[src/rtl/pong_pkg.sv]
// Shared types for the pong match controller.
// MATCH_CTRL_PAUSE_EN adds the PAUSE state.
package pong_pkg;

   localparam int SCORE_W = 4;

   typedef enum logic [2:0] {
      ST_IDLE  = 3'd0,
      ST_SERVE = 3'd1,
      ST_RALLY = 3'd2,
      ST_POINT = 3'd3,
      ST_OVER  = 3'd4
`ifdef MATCH_CTRL_PAUSE_EN
      ,
      ST_PAUSE = 3'd5
`endif
   } state_t;

   typedef enum logic [1:0] {
      WIN_NONE = 2'b00,
      WIN_P1   = 2'b01,
      WIN_P2   = 2'b10
   } winner_t;

endpackage

[src/rtl/match_ctrl_serve_timer.sv]
// Serve delay: counts frame ticks while enabled, done on the last one.
module serve_timer #(
   parameter int TICKS = 60
) (
   input  logic clk,
   input  logic rst,
   input  logic clr,
   input  logic en,
   input  logic tick,
   output logic done
);

   localparam int CW = (TICKS > 1) ? $clog2(TICKS) : 1;

   logic [CW-1:0] cnt;

   assign done = en & tick & (cnt == CW'(TICKS - 1));

   always_ff @(posedge clk or posedge rst) begin
      if (rst) begin
         cnt <= '0;
      end else if (clr || done) begin
         cnt <= '0;
      end else if (en && tick) begin
         cnt <= cnt + CW'(1);
      end
   end

endmodule

[src/rtl/match_ctrl.sv]
// Pong match sequencer: serve delay, goal scoring, game over.
// Define MATCH_CTRL_PAUSE_EN for the pause_btn input and PAUSE state.
module match_ctrl
   import pong_pkg::*;
#(
   parameter int WIN_SCORE   = 7,
   parameter int SERVE_TICKS = 60
) (
   input  logic               clk,
   input  logic               rst,
   input  logic               frame_tick,
   input  logic               start_btn,
   input  logic               goal_left,
   input  logic               goal_right,
`ifdef MATCH_CTRL_PAUSE_EN
   input  logic               pause_btn,
`endif
   output logic [SCORE_W-1:0] p1_score,
   output logic [SCORE_W-1:0] p2_score,
   output logic               ball_reset,
   output logic               ball_en,
   output logic               serve_dir,
   output logic [1:0]         winner,
   output logic [2:0]         state_o
);

   localparam logic [SCORE_W-1:0] WIN    = SCORE_W'(WIN_SCORE);
   localparam logic [SCORE_W-1:0] WIN_M1 = SCORE_W'(WIN_SCORE - 1);

   state_t state, nxt;
   logic   gl_q, gl_p, gr_q, gr_p;
   logic   start_q;
   logic   gl_edge, gr_edge, start_edge;
   logic   pause_edge;
   logic   p1_pt;
   logic   pulse_q;
   logic   last_pt;
   logic   tmr_clr, tmr_en, tmr_done;

   assign gl_edge    = gl_q & ~gl_p;
   assign gr_edge    = gr_q & ~gr_p;
   assign start_edge = start_btn & ~start_q;
   assign last_pt    = (p1_pt ? p1_score : p2_score) == WIN_M1;

`ifdef MATCH_CTRL_PAUSE_EN
   state_t saved;
   logic   pause_q;
   assign pause_edge = pause_btn & ~pause_q;
   assign tmr_clr    = !(state inside {ST_SERVE, ST_PAUSE});
`else
   assign pause_edge = 1'b0;
   assign tmr_clr    = state != ST_SERVE;
`endif
   // a tick coinciding with a pause edge must not advance the count
   assign tmr_en = (state == ST_SERVE) && !pause_edge;

   serve_timer #(.TICKS(SERVE_TICKS)) u_timer (
      .clk  (clk),
      .rst  (rst),
      .clr  (tmr_clr),
      .en   (tmr_en),
      .tick (frame_tick),
      .done (tmr_done)
   );

   always_ff @(posedge clk or posedge rst) begin
      if (rst) state <= ST_IDLE;
      else     state <= nxt;
   end

   always_comb begin
      nxt = state;
      unique case (state)
         ST_IDLE:  if (start_btn) nxt = ST_SERVE;
         ST_SERVE: begin
`ifdef MATCH_CTRL_PAUSE_EN
            if (pause_edge)    nxt = ST_PAUSE;
            else
`endif
            if (tmr_done)      nxt = ST_RALLY;
         end
         ST_RALLY: begin
`ifdef MATCH_CTRL_PAUSE_EN
            if (pause_edge)    nxt = ST_PAUSE;
            else
`endif
            if (gl_edge && gr_edge)      nxt = ST_SERVE;
            else if (gl_edge || gr_edge) nxt = ST_POINT;
         end
         ST_POINT: nxt = last_pt ? ST_OVER : ST_SERVE;
         ST_OVER:  if (start_edge) nxt = ST_SERVE;
`ifdef MATCH_CTRL_PAUSE_EN
         ST_PAUSE: if (pause_edge) nxt = saved;
`endif
         default:  nxt = ST_IDLE;
      endcase
   end

   always_comb begin
      ball_en    = state == ST_RALLY;
      ball_reset = (state == ST_POINT) | pulse_q;
      winner     = WIN_NONE;
      if (state == ST_OVER) winner = p1_pt ? WIN_P1 : WIN_P2;
      state_o    = state;
   end

   always_ff @(posedge clk or posedge rst) begin
      if (rst) begin
         gl_q      <= 1'b0;
         gl_p      <= 1'b0;
         gr_q      <= 1'b0;
         gr_p      <= 1'b0;
         start_q   <= 1'b0;
         pulse_q   <= 1'b0;
         p1_pt     <= 1'b0;
         serve_dir <= 1'b0;
         p1_score  <= '0;
         p2_score  <= '0;
      end else begin
         gl_q    <= goal_left;
         gl_p    <= gl_q;
         gr_q    <= goal_right;
         gr_p    <= gr_q;
         start_q <= start_btn;
         // re-centre on match start and on a simultaneous double goal
         pulse_q <= (nxt == ST_SERVE) &&
                    (state inside {ST_IDLE, ST_OVER, ST_RALLY});
         if ((state inside {ST_IDLE, ST_OVER}) && nxt == ST_SERVE) begin
            p1_score <= '0;
            p2_score <= '0;
         end
         if (state == ST_RALLY && nxt == ST_POINT) p1_pt <= gr_edge;
         if (state == ST_POINT) begin
            serve_dir <= p1_pt;
            if (p1_pt && p1_score < WIN)
               p1_score <= p1_score + SCORE_W'(1);
            if (!p1_pt && p2_score < WIN)
               p2_score <= p2_score + SCORE_W'(1);
         end
      end
   end

`ifdef MATCH_CTRL_PAUSE_EN
   always_ff @(posedge clk or posedge rst) begin
      if (rst) begin
         pause_q <= 1'b0;
         saved   <= ST_SERVE;
      end else begin
         pause_q <= pause_btn;
         if (nxt == ST_PAUSE && state != ST_PAUSE) saved <= state;
      end
   end
`endif

endmodule

[config.mk]
export PLATFORM = sky130hd
export DESIGN_NAME = match_ctrl
export DESIGN_NICKNAME = d
export VERILOG_FILES = /design/src/rtl/pong_pkg.sv /design/src/rtl/match_ctrl_serve_timer.sv /design/src/rtl/match_ctrl.sv
export SDC_FILE = /design/constraint.sdc
export NUM_CORES = 1
export LEC_CHECK = 0
export ABC_CLOCK_PERIOD_IN_PS = 1850
export BUFFER_PORTS_ARGS = -buffer_cell sky130_fd_sc_hd__buf_4
export CORE_UTILIZATION = 25
export DETAILED_ROUTE_END_ITERATION = 10
export PLACE_DENSITY = 0.39
export SLEW_MARGIN = 20
export SYNTH_ARGS = -nofsm -noshare
export SYNTH_HDL_FRONTEND = slang
export SYNTH_SLANG_ARGS = --single-unit
[constraint.sdc]
create_clock -name clk -period 1.85 [get_ports clk]
set_input_delay 0.185 -clock clk [delete_from_list [all_inputs] [get_ports clk]]
set_output_delay 0.185 -clock clk [all_outputs]
set_load 0.005 [all_outputs]
==> qor.yml, run 1 <==
logic_synthesis:
  syn_area_per_cell_um2: 11.2
  synth_area_um2: 1220
  synthTopCellsByArea: "dfrtp_1, a2111oi_4, nor2_1"
  ys_warn_count: 0
  synth_area_leader_cell: "dfrtp_1"
  seq_area_frac_synth_pct: 51.3
  synth_nets: 118
  synth_cell_types: 33
  syn_inst: 109
  synth_top_area_share_pct: 51.3
  ys_seq_elements: 25
pwr:
  p_comb_share_pct: 13.3
  power.leakage_nw: 0.707
  ir_drop_mv: 0.318
  clkPwrFrac_pct: 30.1
  switchingPower_uw: 341
  swShare_pct: 29.2
  p_per_area_nw_per_um2: 764
  p_seq_share_pct: 56.6
  internal_power_uw: 828
  finalPower_mw: 1.17
clocking:
  cts_buffers: 3
  ctsHoldBuffers: 3
  root_buffer: "clkbuf_8"
  clk_path_buf_depth: 2
  ctsResizeCount: 0
  clock_latency_ps: 280
  clock_sinks: 25
  cts_tree: "done"
  htreeDepth: 1
  path_clk_slew_ps: 100
  cts_setup_buffers: 0
route:
  via_count: 917
  drtPass1Iterations: 4
  drtIter0Drc: 62
  routed_via_density: 4.54
  wl_per_cell_um: 13.3
  antenna_left: 0
  postRouteWirelength_um: 2690
  drc: 0
timing:
  slew_viol_final: 0
  worst-slew-pin-transition_ps: 391
  fmax_ghz: 0.592
  relSlewSlack_pct: 73.9
  finalSetupTns_ps: 0
  rsz0062_at_grt: "no"
  setup_viol: 0
  min_period_over_period_pct: 91.3
  fin_crit_ps: 1690
  finalHoldViolCount: 0
  skew_ps: 8.64
floorplanning:
  io_pins: 22
  initial_core_util_pct: 25.8
  dieHeight_um: 71.9
  die_x_um: 71.9
  row_count: 25
  die_area_um2: 5160
  core_area_um2: 4720
worst_setup_path:
  crit_fanout: 5
  cp-start-kind: "flop"
  cp.arrival_ps: 1860
  endpoint_kind: "flop"
  required_ps: 2020
  critPathKind: "flop to flop"
global_route:
  grt_first_pass_wirelength_um: 4510
  grt.total_usage_pct: 11.5
  overflow: 0
  antenna_found_initial: 0
  grt_pass1_vias: 905
  grt_max_degree: 26
final_layout:
  n_antenna_cell: 0
  syn_to_final_growth_pct: 25.4
  fill_cells: 487
  layout-drive-gt1-share_pct: 28.1
  fin_nets: 145
  most-common-layout-cells: "dfrtp_1, buf_4, nor2_1, nand2_1, a21oi_1"
  final_common_cell: "dfrtp_1"
placed_design:
  place.detailed.hpwl_um: 1900
  io_buffers: 21
  gp_congestion: 0.743
status:
  run_status: "complete, no violations"
hold_path:
  hold_path.class: "input pin to flop"
flow_run:
  cap_violations: 0
[through the flow]
step / utilization (%) / cells / area, um2 / hold slack (ps) / setup slack [ps]
floorplan: - / 109 / 1220 / 212 / 294
global placement: 30.7 / 195 / 1450 / 274 / 253
detailed placement: 30.7 / 195 / 1450 / 276 / 180
CTS: 32.4 / 202 / 1530 / 36.2 / 151
global route: 32.4 / 202 / 1530 / 29.1 / 87.0
finish: 32.4 / 202 / 1530 / 39.6 / 162
[cell usage after synthesis (all sizes together)]
library cell,instances
dfrtp,25
nor2,14
nand2,10
a21oi,7
o21ai,6
nand2b,5
nand4,4
ha,3
inv,3
mux2,3
a2111oi,2
a22o,2
and3,2
clkbuf,2
o2111ai,2
o211ai,2
o22ai,2
o31ai,2
or3b,2
xor2,2
a31oi,1
buf,1
nand3,1
nand3b,1
nand4b,1
nor2b,1
o21bai,1
or2b,1
or3,1
[state kept, by name (all words and copies together), names as in the netlist]
signal and flops:
u_timer.cnt 6, p1_pt 1, pulse_q 1, gr_q 1, gr_p 1, gl_p 1, gl_q 1, serve_dir 1
p2_score 4, state_o 3, p1_score 4, start_q 1
[kinds of logic (layout without fill, tap and decap cells)]
| kind of cell | count (synthesis) | in the layout | share of synthesized area [%] |
|---|---|---|---|
| XOR/XNOR | 2 | 2 | 1.44 |
| AO/OA/AOI/OAI | 27 | 27 | 19.5 |
| multiplexers | 3 | 3 | 3.38 |
| AND/OR/NAND/NOR | 43 | 43 | 18.9 |
| flip-flops | 25 | 25 | 51.3 |
| adder cells (fa/ha/maj) | 3 | 3 | 3.08 |
| buffers and inverters | 6 | 32 | 2.46 |
[layer usage]
metal / wire, um / up-vias / track usage (%)
li1: - / 446 / -
met1: 1380 / 452 / 15.9
met2: 1170 / 15 / 16.4
met3: 90 / 4 / 3.66
met4: 54 / 0 / 4.79
met5: 0 / - / 0
[critical path, cell delays in order, from the launching register on]
cell	delay (ps)
dfrtp_1	460
ha_1	270
a2111oi_4	470
nor2_1	110
mux2_4	270
[final cells by class]
cell class | instances | area, um2 | area share, %
clock inverter | 1 | 8.76 | 0.572
multi-input combinational | 78 | 564 | 36.9
timing repair buffer | 25 | 195 | 12.8
clock buffer | 3 | 41.3 | 2.70
tap | 67 | 83.8 | 5.48
sequential | 25 | 626 | 40.9
inverter | 3 | 11.3 | 0.736
[power groups by stage]
| stage | Combinational [mW] | Sequential [mW] | Clock (mW) |
|---|---|---|---|
| global route | 0.177 | 0.672 | 0.397 |
| global placement | 0.150 | 0.671 | 0 |
| floorplan | 0.124 | 0.644 | 0 |
| CTS | 0.159 | 0.662 | 0.368 |
| finish | 0.155 | 0.662 | 0.352 |
| detailed placement | 0.154 | 0.671 | 0 |
[worst paths after layout]
| path | start | end | slack (ps) | cells past startpoint |
|---|---|---|---|---|
| worst max-delay path | p2_score[0]$_DFF_PP0_ | p2_score[0]$_DFF_PP0_ | 160 | 4 |
| worst min-delay path | start_btn | start_q$_DFF_PP0_ | 40 | 1 |
| worst max register to register | p2_score[0]$_DFF_PP0_ | p2_score[0]$_DFF_PP0_ | 160 | 4 |
| worst min register to register | gl_q$_DFF_PP0_ | gl_p$_DFF_PP0_ | 390 | 0 |
| max in group asynchronous | rst | u_timer.cnt[2]$_DFFE_PP0P_ | 1070 | 4 |
| min in group asynchronous | rst | u_timer.cnt[4]$_DFFE_PP0P_ | 510 | 4 |
(Power assumes the default switching activity.)
==> inputs of run 2 (changes only) <==
- BUFFER_PORTS_ARGS: -buffer_cell sky130_fd_sc_hd__buf_4 -> not set
- DONT_BUFFER_PORTS: not set -> 1
- PLACE_DENSITY: 0.39 -> 0.35
- SYNTH_HIERARCHICAL: not set -> 1
==> run 2 against run 1 <==
Net effect:
- die area about the same
- critical path depth increased by 1
- utilization decreased by 2.7 points
- combinational power decreased by 3%
- largest cell class unchanged
- highest routed layer unchanged
- largest power group unchanged
==> qor.yml, run 2 <==
final_layout:
  syn_to_final_growth_pct: 14.4
  fill_cells: 485
  reg_top3: "u_timer/cnt: 6 flops, p1_score: 4 flops, p2_score: 4 flops"
  finish.utilization_pct: 29.7
  most-common-layout-cells: "dfrtp_1, nand2_1, nor2_1, o21ai_0, a21oi_1"
  final_common_cell: "dfrtp_1"
  fin_nets: 137
  n_antenna_cell: 0
  layout-drive-gt1-share_pct: 12.6
  largest_reg_flops: 6
  top_register: "u_timer/cnt"
worst_setup_path:
  critPathKind: "flop to flop"
  startpoint: "state_o[0]$_DFF_PP0_"
  cp-start-kind: "flop"
  r2r-start: "state_o[0]$_DFF_PP0_"
  crit_fanout: 5
  reg2reg_to: "p1_score[0]$_DFF_PP0_"
  crit_end: "p1_score[0]$_DFF_PP0_"
  required_ps: 2010
  slowest_stage: "dfrtp_1"
  crit_chain: "buf_4, nor2_1, and3_1, nor2_2, mux2_4"
  rr_worst_depth: 5
  r2r_slack_ps: 330
  crit_path_max_incr_delay_ps: 390
  endpoint_kind: "flop"
  cp.arrival_ps: 1680
logic_synthesis:
  syn_area_per_cell_um2: 10.4
  seq_area_frac_synth_pct: 51.3
  synth_cell_types: 34
  synth_area_um2: 1220
  ys_seq_elements: 25
  synth_ff_type: "dfrtp_1"
  synth_commonest_cells: "dfrtp_1, nand2_1, nor2_1"
  synth_edf_count: 0
  yosysMostFrequentCell: "dfrtp_1"
  ys_warn_count: 6
  syn_inst: 117
  synth_area_leader_cell: "dfrtp_1"
  synth_nets: 126
  synthTopCellsByArea: "dfrtp_1, nand2_1, a21oi_1"
  synth_top_area_share_pct: 51.3
  async_reset_ff_share_pct: 100
pwr:
  switchingPower_uw: 328
  power.leakage_nw: 0.661
  clkPwrFrac_pct: 30.2
  swShare_pct: 28.7
  internal_power_uw: 815
  finalPower_mw: 1.14
  p_per_area_nw_per_um2: 821
  ir_drop_mv: 0.481
  p_seq_share_pct: 56.5
  p_comb_share_pct: 13.2
floorplanning:
  dieHeight_um: 71.8
  core_area_um2: 4690
  io_pins: 22
  die_area_um2: 5160
  row_count: 25
  die_x_um: 71.8
  initial_core_util_pct: 26.0
timing:
  worst_slack_ps: 327
  slew_viol_final: 0
  setup_viol: 0
  fin_crit_ps: 1520
  worst-slew-pin-transition_ps: 770
  skew_ps: 9.83
  finalHoldViolCount: 0
  finalSetupTns_ps: 0
  fmax_ghz: 0.657
  relSlewSlack_pct: 48.6
  rsz0062_at_grt: "no"
  min_period_over_period_pct: 82.3
route:
  via_count: 927
  drc: 0
  drtIter0Drc: 70
  routed_via_density: 5.12
  wl_per_cell_um: 15.4
  antenna_left: 0
  drtPass1Iterations: 4
  postRouteWirelength_um: 2800
clocking:
  path_clk_slew_ps: 100
  clk_path_buf_depth: 2
  cts_setup_buffers: 0
  clock_latency_ps: 270
  htreeDepth: 1
  cts_buffers: 3
  root_buffer: "clkbuf_8"
  cts_tree: "done"
  clock_sinks: 25
global_route:
  antenna_found_initial: 0
  grt_pass1_vias: 925
  grt_max_degree: 20
  grt_first_pass_wirelength_um: 4750
  overflow: 0
  grt.total_usage_pct: 12.2
placed_design:
  gp_congestion: 0.712
  dp_slack_ps: 224
  place.detailed.hpwl_um: 2080
  io_buffers: 0
hold_path:
  whs_path_depth: 3
  hold_path.class: "input pin to flop"
status:
  run_status: "complete, no violations"
flow_run:
  cap_violations: 0
run 2: cell types whose count changed after synthesis, moves of 3 or more:
cell,before,now
nand3_1,1,6
inv_1,3,7
nor2_1,14,10
o21ai_0,5,9
nand2_1,10,13
nand2b_1,5,2
run 2: power groups by stage:
| stage | clock network (mW) | logic [mW] | registers, mW |
|---|---|---|---|
| final | 0.346 | 0.151 | 0.646 |
| after global routing | 0.385 | 0.177 | 0.659 |
| after CTS | 0.366 | 0.152 | 0.646 |
| after detailed placement | 0 | 0.144 | 0.658 |
| after global placement | 0 | 0.139 | 0.656 |
| after floorplan | 0 | 0.111 | 0.644 |
run 2: through the flow:
stage	hold slack [ps]	instance area, um2	std cells
5_1_grt	141	1390	181
3_3_place_gp	16.7	1300	173
3_5_place_dp	17.9	1300	173
2_1_floorplan	-24.0	1220	117
6_report	130	1390	181
4_1_cts	116	1390	181
run 2: cells by family (layout without fill, tap and decap cells):
| group | after synthesis | in the layout | share of synthesized area [%] |
|---|---|---|---|
| muxes | 3 | 3 | 2.98 |
| DFF | 25 | 25 | 51.3 |
| and+or+nand+nor | 49 | 49 | 23.6 |
| adders and majority gates | 3 | 3 | 3.08 |
| buffers and inverters | 7 | 17 | 2.16 |
| AOI/OAI and AO/OA | 30 | 30 | 16.8 |
run 2: worst min-delay path by stage:
| stage | start | to | slack (ps) |
|---|---|---|---|
| final | frame_tick | u_timer/cnt[0]$_DFFE_PP0P_ | 130 |
| after global routing | frame_tick | u_timer/cnt[1]$_DFFE_PP0P_ | 140 |
| after CTS | start_btn | state_o[2]$_DFF_PP0_ | 120 |
| after detailed placement | rst | u_timer/cnt[1]$_DFFE_PP0P_ | 20 |
| after global placement | rst | u_timer/cnt[3]$_DFFE_PP0P_ | 20 |
| after floorplan | rst | u_timer/cnt[0]$_DFFE_PP0P_ | -20 |
run 2: what timing repair did:
item | 4_1_cts | 5_1_grt
hold buffers | 4 | 0
setup endpoints to repair | 0 | 2
endpoints found under the hold margin | 28 | 0
gates resized for setup | 0 | 1
run 2: area by class of cell:
class                   instances  area [um2]  area share, %
repair buffers                  6        55.1           3.95
inverters                       7        26.3           1.89
well taps                      54        67.6           4.85
flip-flops and latches         25         626           44.9
clock buffers                   3        41.3           2.96
clock inverters                 1        8.76          0.628
multi-input cells              85         569           40.8
run 2: layer usage:
metal	part of all wire, %	GRT usage, %	vias to the layer above
met3	6.0	5.06	2
met4	0.93	3.27	0
met1	46	15.5	458
met2	47	19.1	22
li1	-	-	445
met5	0	0	-
run 2: critical path: cells and delay by family, from the launching register on:
| kind | cells | cell delay (ps) |
|---|---|---|
| and+or+nand+nor | 3 | 590 |
| DFF | 1 | 390 |
| muxes | 1 | 250 |
| buffers and inverters | 1 | 160 |
==> inputs of run 3 (changes only) <==
- ABC_CLOCK_PERIOD_IN_PS: 1850 -> 1400
- PLACE_DENSITY: 0.35 -> 0.37
- clock period: 1.85 -> 1.4 ns (I/O delays scaled with it)
==> run 3 against run 2 <==
Net effect:
- combinational power rose by 77%
- non-clock buffer count rose by 22
- clock power rose by 32%
- utilization rose by 4.9 points
==> qor.yml, run 3 (synthesis results as in run 2) <==
pwr:
  ir_drop_mv: 0.403
  p_comb_share_pct: 17.2
  switchingPower_uw: 444
  power.leakage_nw: 0.776
  clkPwrFrac_pct: 29.3
  internal_power_mw: 1.12
  swShare_pct: 28.4
  p_seq_share_pct: 53.5
  p_per_area_nw_per_um2: 963
  finalPower_mw: 1.56
final_layout:
  final_common_cell: "dfrtp_1"
  fin_nets: 159
  fill_cells: 492
  syn_to_final_growth_pct: 33.2
  reg_top3: "u_timer/cnt: 6 flops, p1_score: 4 flops, p2_score: 4 flops"
  most-common-layout-cells: "dfrtp_1, buf_4, nand2_1, o21ai_0, a21oi_1"
  largest_reg_flops: 6
  layout-drive-gt1-share_pct: 32.9
  n_antenna_cell: 0
  top_register: "u_timer/cnt"
worst_setup_path:
  slowest_stage: "dfrtp_1"
  crit_fanout: 6
  crit_chain: "nand2b_4, nor2_4, nand4_1, or3b_1, a21oi_1"
  cp.arrival_ps: 1590
  crit_family: "simple AND/OR/NAND/NOR gates"
  endpoint_kind: "flop"
  cp.buffers_inverters: 0
  crit_path_max_incr_delay_ps: 420
  critPathKind: "flop to flop"
  required_ps: 1600
  cp-start-kind: "flop"
hold_path:
  hold_path.class: "input pin to flop"
route:
  routed_via_density: 4.84
  drc: 0
  drt-met1-wl_um: 1350
  wl_per_cell_um: 14.4
  top_layer: "met4"
  via_count: 982
  drtPass1Iterations: 2
  antenna_left: 0
  dr_wl_met3_um: 173
  dr_wl_met2_um: 1370
  drtIter0Drc: 97
  postRouteWirelength_um: 2920
flow_run:
  cap_violations: 0
clocking:
  clk_path_buf_depth: 2
  clock_latency_ps: 280
  clock_sinks: 25
  cts_tree: "done"
  root_buffer: "clkbuf_8"
  cts_buffers: 3
  htreeDepth: 1
  path_clk_slew_ps: 100
timing:
  skew_ps: 10.0
  worst-slew-pin-transition_ps: 432
  finalSetupTns_ps: 0
  rsz0062_at_grt: "yes"
  slew_viol_final: 0
  fin_worst_hold_slack_ps: 64.1
  finalHoldViolCount: 0
  setup_viol: 0
  fin_crit_ps: 1380
  min_period_over_period_pct: 98.7
  fmax_ghz: 0.723
  relSlewSlack_pct: 71.1
global_route:
  overflow: 0
  grt_pass1_vias: 996
  antenna_found_initial: 0
  grt_max_degree: 20
  grt_first_pass_wirelength_um: 4860
  grt.total_usage_pct: 12.6
floorplanning:
  core_area_um2: 4690
  initial_core_util_pct: 26.0
  die_area_um2: 5160
  row_count: 25
  io_pins: 22
  dieHeight_um: 71.8
  die_x_um: 71.8
placed_design:
  place.detailed.hpwl_um: 2190
  gp_congestion: 0.721
  io_buffers: 0
status:
  run_status: "complete, no violations"
-- run 3: cell count changes in the layout (fill, tap and decap cells not counted), sizes merged --
cell | before | now
buf | 2 | 24
-- run 3: worst min-delay path, cell delays in order --
cell,delay [ps]
nand2_1,50
nand2_1,60
a21oi_1,60
-- run 3: path summary, 6_finish.rpt --
check,start,to,slack [ps],depth (start not counted)
worst min register to register,gl_q$_DFF_PP0_,gl_p$_DFF_PP0_,380,0
worst max-delay path,state_o[2]$_DFF_PP0_,u_timer/cnt[4]$_DFFE_PP0P_,20,5
max in group asynchronous,rst,state_o[0]$_DFF_PP0_,830,3
worst min-delay path,frame_tick,u_timer/cnt[0]$_DFFE_PP0P_,60,3
min in group asynchronous,rst,u_timer/cnt[0]$_DFFE_PP0P_,240,2
worst max register to register,state_o[2]$_DFF_PP0_,u_timer/cnt[4]$_DFFE_PP0P_,20,5
-- run 3: repair_timing --
action / in CTS / in global routing
setup buffers: 2 / 3
pin swaps: 6 / 5
hold endpoints to repair: 28 / 0
resized for setup: 6 / 7
endpoints found under the setup margin: 7 / 15
hold buffers: 4 / 0
-- run 3: layer usage --
layer | up-vias | track usage [%]
met1 | 477 | 16.1
met2 | 14 | 19.6
met4 | 0 | 3.27
met3 | 2 | 5.34
met5 | - | 0
li1 | 489 | -
-- run 3: metrics by stage --
stage | instances | cell area (um2) | setup slack (ps) | utilization [%]
after CTS | 200 | 1570 | -22.5 | 33.5
after global placement | 190 | 1440 | 16.5 | 30.8
after global routing | 203 | 1620 | -129 | 34.6
after floorplan | 117 | 1230 | 2.64 | -
final | 203 | 1620 | 17.6 | 34.6
after detailed placement | 190 | 1440 | -22.7 | 30.8
-- run 3: power by group through the flow --
stage	sequential [mW]	combinational, mW	clock (mW)
finish	0.836	0.268	0.458
CTS	0.835	0.267	0.489
global placement	0.848	0.254	0
global route	0.845	0.305	0.521
detailed placement	0.848	0.257	0
floorplan	0.853	0.151	0
-- run 3: final cells by class --
class	count	area (um2)	area share, %
Sequential cell	25	628	38.7
Multi-Input combinational cell	85	607	37.4
Tap cell	54	67.6	4.16
Timing Repair Buffer	28	244	15.0
Clock inverter	1	8.76	0.540
Inverter	7	26.3	1.62
Clock buffer	3	41.3	2.54
